File: src/rtl/ram_str_copier_pkg.sv
// Shared widths, the null terminator and the copier state encoding.
// The bench imports this too, so it can name states when probing.
package ram_str_copier_pkg;

    localparam int WORD_W = 10;
    localparam int ADDR_W = 10;

    localparam logic [WORD_W-1:0] NUL = '0;

    typedef enum logic [2:0] {
        IDLE,
        PSRC,
        PDST,
        RD,
        WR,
        FIN
    } state_e;

endpackage

File: src/rtl/ram_str_copier.sv
// Copies a null-terminated string between RAM regions, optionally through pointer words.
// Each word takes one read cycle and one write cycle; all RAM-side outputs are registered.
module ram_str_copier
    import ram_str_copier_pkg::*;
#(
    parameter int MAX_LEN = 1023
) (
    input  logic              clk,
    input  logic              rst_n,
    input  logic              start,
    input  logic              indirect,
    input  logic [ADDR_W-1:0] src,
    input  logic [ADDR_W-1:0] dst,
    output logic [ADDR_W-1:0] mem_addr,
    output logic              mem_we,
    output logic [WORD_W-1:0] mem_wdata,
    input  logic [WORD_W-1:0] mem_rdata,
    output logic              busy,
    output logic              done,
    output logic              err,
    output logic [ADDR_W-1:0] count
);

    localparam logic [ADDR_W-1:0] MAX_CNT = ADDR_W'(MAX_LEN);

    state_e            state_q;
    logic [ADDR_W-1:0] src_q;
    logic [ADDR_W-1:0] dst_q;
    logic [WORD_W-1:0] data_q;
    // The word count doubles as the offset into both regions.
    logic [ADDR_W-1:0] count_q;
    logic              err_q;
    logic              done_q;
    logic              busy_q;
    logic [ADDR_W-1:0] mem_addr_q;
    logic              mem_we_q;
    logic [WORD_W-1:0] mem_wdata_q;

    logic [ADDR_W-1:0] count_d;

    assign count_d = count_q + 10'd1;

    // NOTE: all state uses non-blocking assignments so every register samples pre-edge values.
    always_ff @(posedge clk or negedge rst_n) begin
        if (!rst_n) begin
            state_q     <= IDLE;
            src_q       <= '0;
            dst_q       <= '0;
            data_q      <= '0;
            count_q     <= '0;
            err_q       <= 1'b0;
            done_q      <= 1'b0;
            busy_q      <= 1'b0;
            mem_addr_q  <= '0;
            mem_we_q    <= 1'b0;
            mem_wdata_q <= '0;
        end else begin
            done_q <= 1'b0;
            case (state_q)
                IDLE: begin
                    if (start) begin
                        src_q      <= src;
                        dst_q      <= dst;
                        count_q    <= '0;
                        err_q      <= 1'b0;
                        busy_q     <= 1'b1;
                        // src is either the string itself or its pointer word; both are read first.
                        mem_addr_q <= src;
                        state_q    <= indirect ? PSRC : RD;
                    end
                end
                PSRC: begin
                    src_q      <= mem_rdata;
                    mem_addr_q <= dst_q;
                    state_q    <= PDST;
                end
                PDST: begin
                    dst_q      <= mem_rdata;
                    mem_addr_q <= src_q;
                    state_q    <= RD;
                end
                RD: begin
                    data_q      <= mem_rdata;
                    mem_addr_q  <= dst_q + count_q;
                    mem_we_q    <= 1'b1;
                    mem_wdata_q <= mem_rdata;
                    state_q     <= WR;
                end
                WR: begin
                    mem_we_q <= 1'b0;
                    if (data_q == NUL || count_d == MAX_CNT) begin
                        if (data_q != NUL) begin
                            count_q <= count_d;
                            err_q   <= 1'b1;
                        end
                        mem_addr_q  <= '0;
                        mem_wdata_q <= '0;
                        done_q      <= 1'b1;
                        state_q     <= FIN;
                    end else begin
                        count_q    <= count_d;
                        mem_addr_q <= src_q + count_d;
                        state_q    <= RD;
                    end
                end
                FIN: begin
                    busy_q  <= 1'b0;
                    state_q <= IDLE;
                end
                default: begin
                    busy_q     <= 1'b0;
                    mem_we_q   <= 1'b0;
                    mem_addr_q <= '0;
                    state_q    <= IDLE;
                end
            endcase
        end
    end

    assign mem_addr  = mem_addr_q;
    assign mem_we    = mem_we_q;
    assign mem_wdata = mem_wdata_q;
    assign busy      = busy_q;
    assign done      = done_q;
    assign err       = err_q;
    assign count     = count_q;

endmodule

File: config.mk
export PLATFORM = sky130hd
export DESIGN_NAME = ram_str_copier
export DESIGN_NICKNAME = d
export VERILOG_FILES = /design/src/rtl/ram_str_copier_pkg.sv /design/src/rtl/ram_str_copier.sv
export SDC_FILE = /design/constraint.sdc
export NUM_CORES = 1
export LEC_CHECK = 0
export BUFFER_PORTS_ARGS = -buffer_cell sky130_fd_sc_hd__buf_2
export CAP_MARGIN = 20
export CORE_UTILIZATION = 43
export DETAILED_ROUTE_END_ITERATION = 16
export PLACE_DENSITY = 0.74
export SLEW_MARGIN = 20
export SYNTH_ARGS = -nofsm -noshare
export SYNTH_HDL_FRONTEND = slang
export SYNTH_SLANG_ARGS = --single-unit
File: constraint.sdc
create_clock -name clk -period 3 [get_ports clk]
set_input_delay 0.45 -clock clk [delete_from_list [all_inputs] [get_ports clk]]
set_output_delay 0.45 -clock clk [all_outputs]
set_load 0.005 [all_outputs]
==> results.json <==
{
  "crit_chain": "inv_1, or3_1, xnor2_1, ha_1, a21oi_1, o21ai_0, a31o_2, a21oi_1, xnor2_1, o221ai_1",
  "finalWeightedCongestion": 0.956,
  "antenna_found_initial": 0,
  "netlist.area_leader.share_pct": 40.5,
  "wl_um": 11700,
  "netlist_area_mm2": 0.00414,
  "postCtsSetupBuffers": 0,
  "slowest_stage": "dfrtp_1",
  "critPathBufInv": 1,
  "ys_seq_elements": 67,
  "fin_crit_sh_pct": 92.7,
  "crit_required_ps": 3210,
  "cp.depth": 10,
  "fin_util_pct": 52.6,
  "dpl_cell_area_mm2": 0.00466,
  "first_iter_violations": 359,
  "grt_pass1_vias": 3640,
  "place.port_buffers": 67,
  "period_needed_ps": 2780,
  "arrival_ps": 2990,
  "path_delay_family": "compound AO/OA/AOI/OAI gates",
  "setup_viol": 0,
  "busiest_layer": "met2",
  "io_pins": 68,
  "met1_usage_pct": 34.5,
  "fill_cells": 879,
  "synth_common_cells": "nand2_1, dfrtp_1, o21ai_0",
  "clock.fmax_ghz": 0.359,
  "fp-row-count": 35,
  "status": "finished, final reports clean",
  "dieArea_mm2": 0.0100,
  "reg2reg_depth": 10,
  "htree_levels": 3,
  "ys_warn_count": 0,
  "leakagePower_nw": 2.35,
  "cts_made_buffers": 9,
  "die_w_um": 100,
  "fin_skew_ps": 9.12,
  "clk_latency_ps": 350,
  "grt_use_met3_pct": 3.55,
  "rsz0062_at_grt": "false",
  "fin_hold_ws_ps": 222,
  "use_met2_pct": 38.0,
  "p_per_area_mw_per_mm2": 1050,
  "area.sequential_mm2": 0.00168,
  "routedWlPerCell_um": 17.8,
  "cap_violations": 0,
  "yosysTopAreaCell": "dfrtp_1",
  "final_area_mm2": 0.00488,
  "core_mm2": 0.00928,
  "syn_inst": 454,
  "vdd_drop_max_uv": 464,
  "layout-drive-gt1-share_pct": 20.7,
  "synthesis.nets": 511,
  "drtAntennaViolNets": 0,
  "clockRootBuffer": "clkbuf_8",
  "cpPeakStageDelay_ps": 440,
  "critPathKind": "reg2reg",
  "area_growth_pct": 17.8,
  "cts.sinks": 67,
  "cts_buffer_depth": 2,
  "cts_tree": "built",
  "die_height_um": 100,
  "antenna_cells": 0,
  "path_clk_slew_ps": 80,
  "slew_headroom_pct": 39.3,
  "vias_per_cell": 5.66,
  "drt-pass1-iter-count": 5,
  "route.detailed.drc": 0,
  "startpoint_type": "register",
  "cts_hold_buf": 0,
  "async_flop_share_pct": 100,
  "worstPathMaxFanout": 5,
  "fin_cells": 660,
  "synth-edff-count": 0,
  "finalHoldViolCount": 0,
  "max_slew.worst_pin.slew_ps": 910,
  "setup-tns-final_ps": 0,
  "synth_area_leaders": "dfrtp_1, nand2_1, ha_1",
  "min_path_type": "in2async",
  "vias": 3734,
  "layout.nets": 583,
  "synth_most_common_cell": "nand2_1",
  "avgSynthCellArea_um2": 9.13,
  "yosysUniqueCellTypes": 55,
  "hpwl_um": 8650,
  "drv_slew": 0,
  "track_usage_pct": 24.7,
  "grt_pass1_wl_um": 18900,
  "place_inst": 644,
  "seq_area_frac_synth_pct": 40.5,
  "multi_input_area_mm2": 0.00232,
  "start_util_pct": 44.6,
  "synth_ff_type": "dfrtp_1",
  "grt_overflow": 0,
  "worst_setup_path_end_kind": "register",
  "grt_start_max_net_pins": 42
}
==> placed cells by master (no fill, tap or decap), types with 4 or more instances in the layout <==
master and instances:
a21o_1 5, a21oi_1 20, a22o_1 11, a22oi_1 5, buf_2 67, buf_4 18, clkbuf_8 9, dfrtp_1 66
ha_1 21, inv_1 9, mux2i_1 26, nand2_1 87, nand3_1 14, nor2_1 26, nor2b_1 8, nor3_1 4
o21ai_0 43, o21ai_1 4, xnor2_1 14, xor2_1 9
==> flip-flops by register name, summed over array words and instances, names as in the netlist <==
signal and cells:
src_q 10, mem_we 1, mem_addr 10, mem_wdata 10, count 10, done 1, dst_q 10, state_q 3
err 1, busy 1, data_q 10
==> metal layers <==
layer  wire, um  part of all wire (%)
met4        358                   3.1
met2       5150                    44
met1       5400                    46
met5          0                     0
met3        806                   6.9
==> final timing paths <==
check                                      start                      end  slack (ps)
max                         count[5]$_DFFE_PN0P_  mem_addr[9]$_DFFE_PN0P_         220
min                                        rst_n    data_q[1]$_DFFE_PN0P_         220
max reg2reg                 count[5]$_DFFE_PN0P_  mem_addr[9]$_DFFE_PN0P_         220
min reg2reg                data_q[0]$_DFFE_PN0P_    data_q[0]$_DFFE_PN0P_         480
max in group asynchronous                  rst_n     count[5]$_DFFE_PN0P_        1970
min in group clk                    mem_rdata[0]    data_q[0]$_DFFE_PN0P_         340
==> power by group <==
part           switching [mW]  leakage [nW]  internal, mW
clock network           0.380         0.106         0.470
logic                    1.46          1.40          1.14
registers               0.384         0.838          1.31
total                    2.22          2.35          2.92
==> logic make-up after synthesis <==
| family | share of synthesized area [%] |
|---|---|
| muxes | 7.91 |
| xor gates and xnor gates | 4.86 |
| and+or+nand+nor | 17.5 |
| buffers and inverters | 3.59 |
| adders and majority gates | 7.31 |
| AOI/OAI and AO/OA | 18.4 |
| DFF | 40.5 |
==> metrics by stage <==
step,power (mW),worst slack (ps)
floorplan,3.44,268
global placement,4.16,324
detailed placement,4.24,196
CTS,5.11,206
global route,5.51,5.64
finish,5.14,218
==> what timing repair did <==
item / CTS / global route
resized for setup: 0 / 1
endpoints found under the setup margin: 0 / 1
hold endpoints to repair: 0 / 0
==> layout make-up <==
type / count / share of cell area, %
Sequential cell: 67 / 34.4
Timing Repair Buffer: 85 / 9.63
Multi-Input combinational cell: 353 / 47.5
Clock inverter: 6 / 1.84
Tap cell: 129 / 3.31
Inverter: 10 / 0.769
Clock buffer: 10 / 2.61
==> worst reg2reg max path, delay by kind of cell (launching register included) <==
family                     cells  cell delay, ps
buffers and inverters          1             110
DFF                            1             440
and+or+nand+nor                1             400
adders and majority gates      1             310
AOI/OAI and AO/OA              5             960
xor gates and xnor gates       2             420
Power figures use the tool's default switching activity.
